### src/rtl/vga_pkg.sv
// Shared VGA timing constants, the 2-bit-per-channel colour type and the
// fixed rectangle palette used by the animation engine.
package vga_pkg;

    localparam int H_ACTIVE = 640;
    localparam int V_ACTIVE = 480;

    typedef logic [5:0] rgb222_t;

    // {R[1:0],G[1:0],B[1:0]}: red, green, blue, yellow, cyan, magenta, white, grey
    localparam rgb222_t PALETTE [8] = '{
        6'b11_00_00, 6'b00_11_00, 6'b00_00_11, 6'b11_11_00,
        6'b00_11_11, 6'b11_00_11, 6'b11_11_11, 6'b10_10_10
    };

endpackage

### src/rtl/vga_rect_mover.sv
// Position and direction state for one rectangle, advanced by one step on
// each move pulse in either bounce (x and y) or horizontal-wrap (x only) mode.
module vga_rect_mover
    import vga_pkg::*;
#(
    parameter int         RECT_W      = 64,
    parameter int         RECT_H      = 48,
    parameter int         STEP        = 2,
    parameter logic [9:0] INIT_X      = 10'd0,
    parameter logic [9:0] INIT_Y      = 10'd0,
    parameter logic       INIT_DY_NEG = 1'b0
) (
    input  logic       clk,
    input  logic       rst_n,
    input  logic       i_move,
    input  logic       i_mode,
    output logic [9:0] o_x,
    output logic [9:0] o_y
);

    localparam logic [10:0] XMAX   = 11'(H_ACTIVE - RECT_W);
    localparam logic [10:0] YMAX   = 11'(V_ACTIVE - RECT_H);
    localparam logic [10:0] STEP_W = 11'(STEP);

    logic [9:0]  r_x;
    logic [9:0]  r_y;
    logic        r_dx_neg;
    logic        r_dy_neg;
    logic [10:0] w_x_bounce;
    logic [10:0] w_y_bounce;
    logic [10:0] w_x_sum;
    logic [9:0]  w_x_next;
    logic [9:0]  w_y_next;
    logic        w_dx_next;
    logic        w_dy_next;

    // Returns {new direction (1 = negative), new position}; clamps at 0 / maxPos.
    function automatic logic [10:0] bounceAxis(input logic [9:0]  pos,
                                               input logic        neg,
                                               input logic [10:0] maxPos);
        logic [10:0] sum;
        logic [10:0] result;
        sum = {1'b0, pos} + STEP_W;
        if (!neg) begin
            if (sum >= maxPos) result = {1'b1, maxPos[9:0]};
            else               result = {1'b0, sum[9:0]};
        end else begin
            if ({1'b0, pos} <= STEP_W) result = {1'b0, 10'd0};
            else                       result = {1'b1, pos - STEP_W[9:0]};
        end
        return result;
    endfunction

    always_comb begin
        w_x_bounce = bounceAxis(r_x, r_dx_neg, XMAX);
        w_y_bounce = bounceAxis(r_y, r_dy_neg, YMAX);
        w_x_sum    = {1'b0, r_x} + STEP_W;
        if (i_mode) begin
            w_x_next  = (w_x_sum > XMAX) ? 10'd0 : w_x_sum[9:0];
            w_y_next  = r_y;
            w_dx_next = r_dx_neg;
            w_dy_next = r_dy_neg;
        end else begin
            w_x_next  = w_x_bounce[9:0];
            w_y_next  = w_y_bounce[9:0];
            w_dx_next = w_x_bounce[10];
            w_dy_next = w_y_bounce[10];
        end
    end

    always_ff @(posedge clk or negedge rst_n) begin
        if (!rst_n) begin
            r_x      <= INIT_X;
            r_y      <= INIT_Y;
            r_dx_neg <= 1'b0;
            r_dy_neg <= INIT_DY_NEG;
        end else if (i_move) begin
            r_x      <= w_x_next;
            r_y      <= w_y_next;
            r_dx_neg <= w_dx_next;
            r_dy_neg <= w_dy_next;
        end
    end

    assign o_x = r_x;
    assign o_y = r_y;

endmodule

### src/rtl/vga_rect_animator.sv
// Multi-rectangle animation engine: moves rectangles during vertical blanking
// and paints them with fixed priority into a registered RGB222 pixel stream.
module vga_rect_animator
    import vga_pkg::*;
#(
    parameter int NUM_RECTS      = 4,
    parameter int RECT_W         = 64,
    parameter int RECT_H         = 48,
    parameter int STEP           = 2,
    parameter int FRAME_DIV_BITS = 0,
    parameter int X0             = 32,
    parameter int X_SPACING      = 128,
    parameter int Y0             = 40,
    parameter int Y_SPACING      = 96
) (
    input  logic       clk,
    input  logic       rst_n,
    input  logic [9:0] i_pix_x,
    input  logic [9:0] i_pix_y,
    input  logic       i_video_active,
    input  logic       i_hsync,
    input  logic       i_vsync,
    input  logic       i_run,
    input  logic       i_step,
    input  logic       i_mode,
    output logic [5:0] o_rgb,
    output logic       o_hsync,
    output logic       o_vsync
);

    localparam int IDX_W = (NUM_RECTS > 1) ? $clog2(NUM_RECTS) : 1;

    logic                 w_frame_evt;
    logic                 w_div_zero;
    logic                 w_step_rise;
    logic                 w_move;
    logic                 r_step_meta;
    logic                 r_step_sync;
    logic                 r_step_prev;
    logic                 r_step_pending;
    logic [9:0]           w_x [NUM_RECTS];
    logic [9:0]           w_y [NUM_RECTS];
    logic [NUM_RECTS-1:0] w_hit;
    rgb222_t              w_colour;
    rgb222_t              r_rgb;
    logic                 r_hsync;
    logic                 r_vsync;

    // First blanking pixel: positions only change here, so no frame tears.
    assign w_frame_evt = (i_pix_x == 10'd0) && (i_pix_y == 10'(V_ACTIVE));

    generate
        if (FRAME_DIV_BITS > 0) begin : g_div
            logic [FRAME_DIV_BITS-1:0] r_div;
            always_ff @(posedge clk or negedge rst_n) begin
                if (!rst_n)           r_div <= '0;
                else if (w_frame_evt) r_div <= r_div + FRAME_DIV_BITS'(1);
            end
            assign w_div_zero = (r_div == '0);
        end else begin : g_nodiv
            assign w_div_zero = 1'b1;
        end
    endgenerate

    assign w_step_rise = r_step_sync & ~r_step_prev;
    assign w_move      = w_frame_evt & ((i_run & w_div_zero) | (~i_run & r_step_pending));

    // A pending step is consumed by a paused frame event; an edge landing on
    // that same cycle re-arms it instead of being lost.
    always_ff @(posedge clk or negedge rst_n) begin
        if (!rst_n) begin
            r_step_meta    <= 1'b0;
            r_step_sync    <= 1'b0;
            r_step_prev    <= 1'b0;
            r_step_pending <= 1'b0;
        end else begin
            r_step_meta <= i_step;
            r_step_sync <= r_step_meta;
            r_step_prev <= r_step_sync;
            if (i_run)                                  r_step_pending <= 1'b0;
            else if (w_frame_evt && r_step_pending)     r_step_pending <= w_step_rise;
            else if (w_step_rise)                       r_step_pending <= 1'b1;
        end
    end

    generate
        for (genvar gi = 0; gi < NUM_RECTS; gi++) begin : g_rect
            vga_rect_mover #(
                .RECT_W      (RECT_W),
                .RECT_H      (RECT_H),
                .STEP        (STEP),
                .INIT_X      (10'(X0 + gi * X_SPACING)),
                .INIT_Y      (10'(Y0 + gi * Y_SPACING)),
                .INIT_DY_NEG ((gi % 2) == 1)
            ) u_mover (
                .clk    (clk),
                .rst_n  (rst_n),
                .i_move (w_move),
                .i_mode (i_mode),
                .o_x    (w_x[gi]),
                .o_y    (w_y[gi])
            );

            assign w_hit[gi] = (i_pix_x >= w_x[gi])
                            && ({1'b0, i_pix_x} < ({1'b0, w_x[gi]} + 11'(RECT_W)))
                            && (i_pix_y >= w_y[gi])
                            && ({1'b0, i_pix_y} < ({1'b0, w_y[gi]} + 11'(RECT_H)));
        end
    endgenerate

    // Scan from the highest index down so the lowest hit index wins.
    always_comb begin
        w_colour = '0;
        for (int i = NUM_RECTS - 1; i >= 0; i--) begin
            if (w_hit[IDX_W'(i)]) w_colour = PALETTE[3'(i)];
        end
    end

    always_ff @(posedge clk or negedge rst_n) begin
        if (!rst_n) begin
            r_rgb   <= '0;
            r_hsync <= 1'b0;
            r_vsync <= 1'b0;
        end else begin
            r_rgb   <= i_video_active ? w_colour : '0;
            r_hsync <= i_hsync;
            r_vsync <= i_vsync;
        end
    end

    assign o_rgb   = r_rgb;
    assign o_hsync = r_hsync;
    assign o_vsync = r_vsync;

endmodule
### config.mk
export PLATFORM = sky130hd
export DESIGN_NAME = vga_rect_animator
export DESIGN_NICKNAME = d
export VERILOG_FILES = /design/src/rtl/vga_pkg.sv /design/src/rtl/vga_rect_mover.sv /design/src/rtl/vga_rect_animator.sv
export SDC_FILE = /design/constraint.sdc
export NUM_CORES = 1
export LEC_CHECK = 0
export ABC_AREA = 1
export CAP_MARGIN = 10
export CORE_ASPECT_RATIO = 1.2
export CORE_MARGIN = 1
export CORE_UTILIZATION = 50
export CTS_CLUSTER_DIAMETER = 200
export DETAILED_ROUTE_END_ITERATION = 8
export PLACE_DENSITY = 0.72
export SLEW_MARGIN = 20
export SYNTH_ARGS = -nofsm -noshare
export SYNTH_HDL_FRONTEND = slang
export SYNTH_SLANG_ARGS = --single-unit
### constraint.sdc
create_clock -name clk -period 4.95 [get_ports clk]
set_clock_uncertainty 0.1 [all_clocks]
set_input_delay 1.2375 -clock clk [delete_from_list [all_inputs] [get_ports clk]]
set_output_delay 1.2375 -clock clk [all_outputs]
set_load 0.03 [all_outputs]
Yosys cells after proc, flatten, opt, wreduce, memory -nomap -nowiden. Cells that the tools add are included.

Register bits: 56. Input bits: 28. Output and inout bits: 8.

Add/subtract/negate cells: 12. $lt $le $gt $ge: 18. Eq/ne operators: 1. Mux-type cells: 22. Bitwise gates (word level): 7. Reduce and logical (&&, ||, !) cells: 11.

Operator list (count): two-way mux 11 bit (12); adder 10 x 2 -> 11 bit, second input constant (4); < comparator 10 x 11 -> 1 bit (4); greater-or-equal comparator 10 bit (4); <= comparator 10 x 2 -> 1 bit, second input constant (4); two-way mux 10 bit (4); subtractor 10 x 2 -> 10 bit, second input constant (4); adder 10 x 6 -> 11 bit, second input constant (2); adder 10 x 7 -> 11 bit, second input constant (2); greater-or-equal comparator 11 x 10 -> 1 bit, second input constant (2); greater-or-equal comparator 11 x 9 -> 1 bit, second input constant (2); greater-than comparator 11 x 10 -> 1 bit, second input constant (2); two-way mux 6 bit (3); == test 10 x 9 -> 1 bit, second input constant (1); zero test 10 bit (1); logical AND 1 bit (8); bitwise AND 1 bit (3); two-way mux 1 bit (3); NOT 1 bit (3); nonzero test 3 bit (1); AND reduction 2 bit (1); bitwise OR 1 bit (1).

Longest topological paths before layout. Gate-level depths: netlist (run 1).

Word-level depth: 8. Mapped depth: 14. Gate-level depth less buffers: 13.

Modules after synthesis. Synthesis (run 1) repeated with hierarchy kept, for this count alone.

Cells, all modules: 567. Area, all modules: 3495.9 sq um.

By module, submodules not included: vga_rect_mover (instances 1, cells each 342, area each 2063.2 sq um, seq. area each 504.2 sq um); vga_rect_animator (instances 1, cells each 225, area each 1432.6 sq um, seq. area each 200.2 sq um).

Worst setup path before layout (run 1). OpenSTA, ideal clock, no wires.

Path type: input-to-reg. Start point: in i_pix_x[9]. End point: reg g_rect[0].u_mover.r_dy_neg. Setup time: 0.129 ns. Arrival: 2.276 ns. Required time: 4.721 ns. Slack: 2.445 ns. Stages on the path: 8. Cell sequence: inv_1 nand2_1 nor3b_1 nand3_1 nor2_2 nand2_1 nor2_1 a22oi_1.

Longest elaborated chain between the ends: 4.

Ends and longest elaborated chain: start, declared (line vga_rect_animator.sv:18) `input logic [9:0] i_pix_x,`; zero test 10 bit (line vga_rect_animator.sv:50) `assign w_frame_evt = (i_pix_x == 10'd0) && (i_pix_y == 10'(V_ACTIVE));`; logical AND 1 bit (line vga_rect_animator.sv:50); bitwise AND 1 bit (line vga_rect_animator.sv:66) `assign w_move = w_frame_evt & ((i_run & w_div_zero) | (~i_run & r_step_pending));`; AND reduction 2 bit (no line); end signal, assigned (line vga_rect_mover.sv:81) `r_dy_neg <= w_dy_next;`; end, declared (line vga_rect_mover.sv:28) `logic r_dy_neg;`.

Every way passes these cells. A chain may end at the register's enable or synchronous reset.

Worst setup path in the final report (run 1).
Start point: in i_pix_y[8]. End point: reg g_rect[0].u_mover.r_y[9].

Longest elaborated chain between the ends: 4.

Ends and longest elaborated chain: start, declared (line vga_rect_animator.sv:19) `input logic [9:0] i_pix_y,`; == test 10 x 9 -> 1 bit (line vga_rect_animator.sv:50); logical AND 1 bit (line vga_rect_animator.sv:50); bitwise AND 1 bit (line vga_rect_animator.sv:66); AND reduction 2 bit (no line); end signal, assigned (line vga_rect_mover.sv:79) `r_y <= w_y_next;`; end, declared (line vga_rect_mover.sv:26) `logic [9:0] r_y;`.

Every way passes these cells.

==> impl_metrics.yaml, run 1 <==
setup_path:
  cp_data_required_time_ps: 5060
  crit_fanout: 16
  path_class: "input pin to register"
  cp_top_family: "simple AND/OR/NAND/NOR gates"
  cp_num_buf_inv: 2
  critPathCaptureType: "register"
  arrival_ps: 3600
  max_stage_delay_ps: 640
  r2r-start: "g_rect[0].u_mover.o_y[5]"
  reg2reg_slack_ps: 2600
  worstRegToRegCells: 11
  critPathSlowestCell: "nor2_2"
  worstSetupStartpointType: "input pin"
  crit_chain: "clkdlybuf4s50_1, inv_1, nor2_1, nand3_1, nor2_1, nand4_1, nor2_2, nand2_1, nand2_1, nand2_1, nor2_1"
  r2r-end: "o_rgb[4]"
sta:
  tightest_slew_ps: 599
  rsz0062_at_grt: "false"
  fin_tns_setup_ps: 0
  max_freq_ghz: 0.287
  timing.final.hold_violations: 0
  period_needed_ps: 3480
  setup_violations: 0
  maxSlewHeadroom: 0.600
  post-route-period-util: 0.704
  drv_slew: 0
synth:
  synth-seq-cells: 28
  netlist_area_um2: 3360
  ys_seq_area_frac: 0.210
  synth_top_area_cell: "dfrtp_1"
  synth_top_area_frac: 0.186
  ys_warn_count: 0
  synth.distinct_cells: 34
  syn-instance-count: 529
  ys_async_sr_fraction: 1.00
  synth-edff-count: 0
  synth.most_common_cell: "nand2_1"
  syn-mean-instance-area_um2: 6.35
  synth.top_cells.by_count: "nand2_1 (147), nor2_1 (74), inv_1 (53), nand3_1 (43), ha_1 (39)"
  synth_ff_type: "dfrtp_1"
  netlist_top_cells_area: "dfrtp_1 (19%), nand2_1 (16%), ha_1 (15%)"
clock_network:
  htreeDepth: 1
  cts.sinks: 28
  cts_buffers: 3
  clk-insertion-delay-late_ps: 280
  clock_path_buffers: 2
  cts_hold_buf: 0
  clkTransAtPathRegs_ps: 100
  postCtsSetupRepairBufs: 0
  clock-root-buffer: "clkbuf_8"
  cts_tree: "done"
  cts-resized-gates: 0
worst_hold_path:
  min_from: "r_step_meta"
  min_path_type: "register to register"
  hold_end: "r_step_sync"
  hold-path-cell-count: 0
detailed_routing:
  routed_wl_um: 8440
  drc: 0
  post_drt_wl_per_cell_um: 13.2
  dr_total_vias: 3314
  dr.pass1.iters: 4
  drt-initial-drc-count: 142
  antenna_left: 0
  viasPerCell: 5.19
place:
  placedCellCount: 634
  hpwl_um: 7030
  gp_congestion: 0.935
  io_buffers: 33
grt:
  grt-ovfl-total: 0
  grt_pass1_vias: 3265
  antenna_found_initial: 0
  grt_start_max_net_pins: 23
  grt.total_usage: 0.258
  grt_pass1_wl_um: 14800
outcome:
  status: "finished clean"
cells_and_area:
  final_util: 0.585
  antennaDiodeCount: 0
  finalNonFillerCells: 638
  drive_above_1_share: 0.0651
  areaGrowthSynthToFinish_pct: 12.2
  fin_nets: 621
floorplan:
  start_util: 0.521
  die_w_um: 76.8
  die_area_um2: 7050
  fp.dieH_um: 91.8
  core-area_um2: 6450
  io_pins: 36
  fp-row-count: 32
flow_run:
  drv_cap: 0
pwr:
  ir_drop_uv: 124
  cellPowerDensity_nw_per_um2: 123
  power.leakage_nw: 1.90
registers in the layout (all words and copies together), names as in the netlist:
signal                   count
o_vsync                      1
r_step_meta                  1
g_rect.u_mover.r_dx_neg      1
o_rgb                        2
o_hsync                      1
g_rect.u_mover.r_dy_neg      1
g_rect.u_mover.o_x           9
g_rect.u_mover.o_y           9
r_step_prev                  1
r_step_sync                  1
r_step_pending               1
report_power, final:
group	internal [mW]	switching (mW)	leakage [nW]
logic	0.0413	0.0477	1.53
clock network	0.0713	0.0718	0.0288
registers	0.232	0.00117	0.350
total	0.345	0.121	1.90
routing by layer:
layer,up-vias,share of wire,global-route usage
li1,1746,-,-
met1,1503,0.43,0.304
met2,51,0.53,0.488
met3,14,0.025,0.0219
met4,0,0.021,0.0785
met5,-,0,0
worst max-delay path by stage:
stage	end	depth (start not counted)	from
floorplan	g_rect[0].u_mover.r_dy_neg	8	i_pix_x[9]
global placement	g_rect[0].u_mover.o_y[9]	10	i_pix_y[8]
detailed placement	g_rect[0].u_mover.o_y[9]	10	i_pix_x[9]
CTS	g_rect[0].u_mover.o_y[9]	10	i_pix_x[9]
global route	g_rect[0].u_mover.o_y[9]	10	i_pix_x[8]
finish	g_rect[0].u_mover.o_y[9]	11	i_pix_y[8]
final cells by class:
type                    instances  area (um2)
flip-flops and latches         28         704
inverters                      61         230
repair buffers                 34         333
fillers                       658        2680
multi-input cells             426        2340
well taps                      85         106
clock buffers                   4        55.1
per-stage QoR:
stage / worst slack (ps) / cell area [um2] / power (mW) / hold slack (ps)
after floorplan: 2450 / 3360 / 0.282 / 231
after global placement: 1260 / 3720 / 0.326 / 232
after detailed placement: 1180 / 3720 / 0.327 / 248
after CTS: 1490 / 3770 / 0.471 / 270
after global routing: 1170 / 3770 / 0.488 / 273
final: 1470 / 3770 / 0.465 / 263
layout by cell type, fill, tap and decap left out, types with 3 or more instances in the layout:
| master | n |
|---|---|
| nor3_1 | 5 |
| o21a_1 | 3 |
| ha_1 | 39 |
| dfrtp_1 | 25 |
| nand3b_1 | 3 |
| xor2_1 | 22 |
| nand4_1 | 12 |
| nand2_1 | 147 |
| dfstp_2 | 3 |
| inv_2 | 6 |
| a21oi_1 | 31 |
| nand3_2 | 5 |
| nor4_1 | 4 |
| clkbuf_8 | 4 |
| nand3_1 | 43 |
| inv_1 | 53 |
| nand2_4 | 3 |
| nor2_1 | 74 |
| o21ai_0 | 16 |
| nor2_2 | 4 |
| clkdlybuf4s50_1 | 32 |
| nand2_2 | 5 |
cells by family (layout without fill, tap and decap cells):
kind of cell | after synthesis | count (layout) | synth area share
simple gates | 309 | 309 | 0.407
buf+inv | 76 | 99 | 0.0950
compound gates | 54 | 54 | 0.0842
fa+ha+maj | 39 | 39 | 0.145
flops | 28 | 28 | 0.210
xor+xnor | 22 | 22 | 0.0574
other cells | 1 | 2 | 0.00112
No activity file was read; power rests on OpenSTA's default activity.
==> inputs of run 2 (changes only) <==
Clock period 4.95 ns to 3.6 ns, I/O delays scaled along.
==> impl_metrics.yaml, run 2 (synthesized netlist as in run 1, its figures left out) <==
sta:
  setup_violations: 0
  hold_ws_ps: 260
  fin_tns_setup_ps: 0
  timing.final.hold_violations: 0
  maxSlewHeadroom: 0.571
  post-route-period-util: 0.776
  drv_slew: 0
  rsz0062_at_grt: "false"
  period_needed_ps: 2790
  tightest_slew_ps: 643
  max_freq_ghz: 0.358
cells_and_area:
  final_common_cell: "nand2_1"
  finalNonFillerCells: 639
  antennaDiodeCount: 0
  fill_cells: 663
  areaGrowthSynthToFinish_pct: 12.6
  final_util: 0.587
  drive_above_1_share: 0.0650
  fin_area_um2: 3780
  final_cell_mix: "nand2_1 (147), nor2_1 (74), inv_1 (53), nand3_1 (43), ha_1 (39)"
  fin_nets: 622
grt:
  grt_pass1_vias: 3240
  antenna_found_initial: 0
  grt_start_max_net_pins: 29
  grt-ovfl-total: 0
  grt_pass1_wl_um: 14500
  grt.total_usage: 0.256
detailed_routing:
  routed_wl_um: 8680
  antenna_left: 0
  post_drt_wl_per_cell_um: 13.6
  viasPerCell: 5.31
  dr_total_vias: 3394
  drt-initial-drc-count: 128
  drc: 0
  dr.pass1.iters: 5
setup_path:
  max_stage_delay_ps: 550
  critPathCaptureType: "register"
  crit_chain: "clkdlybuf4s50_1, inv_1, nand2_1, nor3b_1, nand4_1, nor2_2, nand3_1, nand2_1, nor2_1"
  crit_fanout: 16
  path_class: "input pin to register"
  arrival_ps: 2870
  worstSetupStartpointType: "input pin"
  path_common_cell: "nand2_1"
  critPathSlowestCell: "nor2_2"
  cp_data_required_time_ps: 3670
clock_network:
  clock-root-buffer: "clkbuf_8"
  cts_tree: "done"
  clock_path_buffers: 2
  clkTransAtPathRegs_ps: 100
  clk-insertion-delay-late_ps: 280
  cts.sinks: 28
  cts-resized-gates: 0
  cts_hold_buf: 0
  htreeDepth: 1
  cts_buffers: 3
  postCtsSetupRepairBufs: 0
place:
  io_buffers: 33
  gp_congestion: 0.965
  dpl_cell_area_um2: 3730
  placedCellCount: 635
  hpwl_um: 7130
pwr:
  cellPowerDensity_nw_per_um2: 169
  power.leakage_nw: 1.91
  ir_drop_uv: 134
floorplan:
  core-area_um2: 6450
  fp.dieH_um: 91.8
  die_area_um2: 7050
  die_w_um: 76.8
  fp-row-count: 32
  io_pins: 36
  start_util: 0.521
flow_run:
  drv_cap: 0
worst_hold_path:
  min_path_type: "register to register"
outcome:
  status: "finished clean"
run 2: cell type report:
cell class | count | area, um2 | share of cell area
Clock buffer | 4 | 55.1 | 0.0146
Inverter | 61 | 230 | 0.0609
Multi-Input combinational cell | 426 | 2340 | 0.619
Sequential cell | 28 | 704 | 0.186
Tap cell | 85 | 106 | 0.0281
Timing Repair Buffer | 35 | 345 | 0.0913
run 2: through the flow:
step	setup WS, ps	power, mW
3_3_place_gp	586	0.448
2_1_floorplan	1410	0.388
3_5_place_dp	529	0.450
6_report	808	0.641
5_1_grt	642	0.673
4_1_cts	821	0.648
run 2: worst max-delay path: cells and delay by family:
kind	cells	cell delay [ps]
buffers and inverters	2	560
and+or+nand+nor	7	1400
run 2: per-layer routing:
layer | part of all wire | global-route usage | up-vias
li1 | - | - | 1761
met1 | 0.43 | 0.298 | 1542
met2 | 0.51 | 0.479 | 75
met3 | 0.035 | 0.0279 | 16
met4 | 0.024 | 0.0865 | 0
met5 | 0 | 0 | -
run 2: report_power, final:
group	switching (mW)	internal (mW)	leakage [nW]	total [mW]
combinational	0.0659	0.0573	1.53	0.123
clock	0.0990	0.0980	0.0288	0.197
sequential	0.00166	0.319	0.350	0.321
run 2: final timing paths:
path / from / to / slack [ps] / cells past startpoint
worst max register to register: g_rect[0].u_mover.o_y[5] / o_rgb[4] / 1230 / 11
min in group asynchronous: rst_n / g_rect[0].u_mover.o_y[8] / 890 / 2
worst max-delay path: i_pix_x[8] / g_rect[0].u_mover.o_y[9] / 810 / 9
worst min register to register: r_step_meta / r_step_sync / 260 / 0
max in group asynchronous: rst_n / g_rect[0].u_mover.o_x[5] / 2190 / 2
worst min-delay path: r_step_meta / r_step_sync / 260 / 0
==> inputs of run 3 (changes only) <==
Clock period 3.6 ns to 2.8 ns, I/O delays scaled along.
==> impl_metrics.yaml, run 3 (synthesized netlist as in run 1, its figures left out) <==
grt:
  grt.total_usage: 0.258
  grt-ovfl-total: 0
  grt_pass1_vias: 3250
  grt_start_max_net_pins: 29
  grt_pass1_wl_um: 14800
  antenna_found_initial: 0
cells_and_area:
  areaGrowthSynthToFinish_pct: 13.4
  multi_input_area_um2: 2340
  fin_nets: 627
  final_cell_mix: "nand2_1 (147), nor2_1 (74), inv_1 (53), nand3_1 (43), ha_1 (39)"
  final_common_cell: "nand2_1"
  antennaDiodeCount: 0
  seq_area_um2: 704
  fill_cells: 626
  drive_above_1_share: 0.0716
floorplan:
  core-area_um2: 6450
  fp-row-count: 32
  die_w_um: 76.8
  start_util: 0.521
  die_area_um2: 7050
  fp.dieH_um: 91.8
  io_pins: 36
detailed_routing:
  viasPerCell: 5.31
  dr.pass1.iters: 4
  dr_total_vias: 3418
  antenna_left: 0
  post_drt_wl_per_cell_um: 13.2
  routed_wl_um: 8530
  drc: 0
  drt-initial-drc-count: 178
outcome:
  status: "finished clean"
clock_network:
  cts_buffers: 3
  clk-insertion-delay-late_ps: 270
  clock_path_buffers: 2
  cts_tree: "done"
  cts-resized-gates: 0
  clock-root-buffer: "clkbuf_8"
  cts.sinks: 28
  clkTransAtPathRegs_ps: 100
  htreeDepth: 1
  postCtsSetupRepairBufs: 0
  cts_hold_buf: 0
flow_run:
  drv_cap: 0
sta:
  period_needed_ps: 2370
  post-route-period-util: 0.847
  max_freq_ghz: 0.421
  setup_violations: 0
  drv_slew: 0
  rsz0062_at_grt: "false"
  timing.final.hold_violations: 0
  fin_tns_setup_ps: 0
place:
  io_buffers: 33
  gp_congestion: 0.972
  hpwl_um: 7000
setup_path:
  startpoint: "g_rect[0].u_mover.o_y[5]"
  critPathCaptureType: "register"
  crit_fanout: 8
  max_stage_delay_ps: 640
  r2r-start: "g_rect[0].u_mover.o_y[5]"
  worstSetupStartpointType: "register"
  cp_data_required_time_ps: 2920
  critPathSlowestCell: "dfstp_2"
  arrival_ps: 2490
  path_common_cell: "nor2_1"
  crit_chain: "inv_1, ha_1, nor2_1, xor2_1, ha_1, a21oi_1, or2_2, nand3_1, nor2_1, nand2_1, nor2_1"
  path_class: "register to register"
pwr:
  p_total_mw: 0.803
  cellPowerDensity_nw_per_um2: 211
  power.leakage_nw: 1.93
  ir_drop_uv: 220
worst_hold_path:
  min_path_type: "register to register"
  min_from: "r_step_meta"
run 3: cell types whose count changed in the layout (fill, tap and decap cells not counted), sizes merged:
cell / previous run / this run
buf: 2 / 7
run 3: cell type report:
cell class | instances | share of cell area
multi-input combinational | 426 | 0.614
clock buffer | 4 | 0.0118
sequential | 28 | 0.185
inverter | 61 | 0.0604
tap | 85 | 0.0279
timing repair buffer | 40 | 0.101
run 3: metal layers:
| layer | track usage | routed length [um] | vias to the layer above |
|---|---|---|---|
| met2 | 0.489 | 4510 | 72 |
| li1 | - | - | 1760 |
| met4 | 0.0737 | 155 | 0 |
| met5 | 0 | 0 | - |
| met1 | 0.305 | 3570 | 1568 |
| met3 | 0.0219 | 293 | 18 |
run 3: where the power goes:
| group | switching, mW | internal [mW] |
|---|---|---|
| combinational | 0.0852 | 0.0746 |
| sequential | 0.00201 | 0.410 |
| clock | 0.129 | 0.102 |
run 3: path summary, 6_finish.rpt:
check                                           end  depth (start not counted)  slack, ps
setup / recovery                           o_rgb[4]                         11        430
hold / removal                          r_step_sync                          0        260
setup reg to reg                           o_rgb[4]                         11        430
hold reg to reg                         r_step_sync                          0        260
max in group asynchronous  g_rect[0].u_mover.o_x[5]                          2       1590
min in group asynchronous  g_rect[0].u_mover.o_y[4]                          2        700
run 3: stage by stage:
| step | cell area [um2] | instances | util | hold WS (ps) | setup slack [ps] |
|---|---|---|---|---|---|
| after floorplan | 3360 | 530 | - | 231 | 614 |
| after global placement | 3760 | 640 | 0.584 | 232 | 280 |
| after detailed placement | 3760 | 640 | 0.584 | 236 | 202 |
| after CTS | 3810 | 644 | 0.591 | 258 | 433 |
| after global routing | 3810 | 644 | 0.591 | 266 | 278 |
| final | 3810 | 644 | 0.591 | 255 | 427 |
run 3: worst max-delay path, delay by kind of cell (launching register included):
family          cells  cell delay [ps]
flops               1              640
fa+ha+maj           2              500
xor+xnor            1              170
simple gates        6              610
compound gates      1              160
buf+inv             1              130
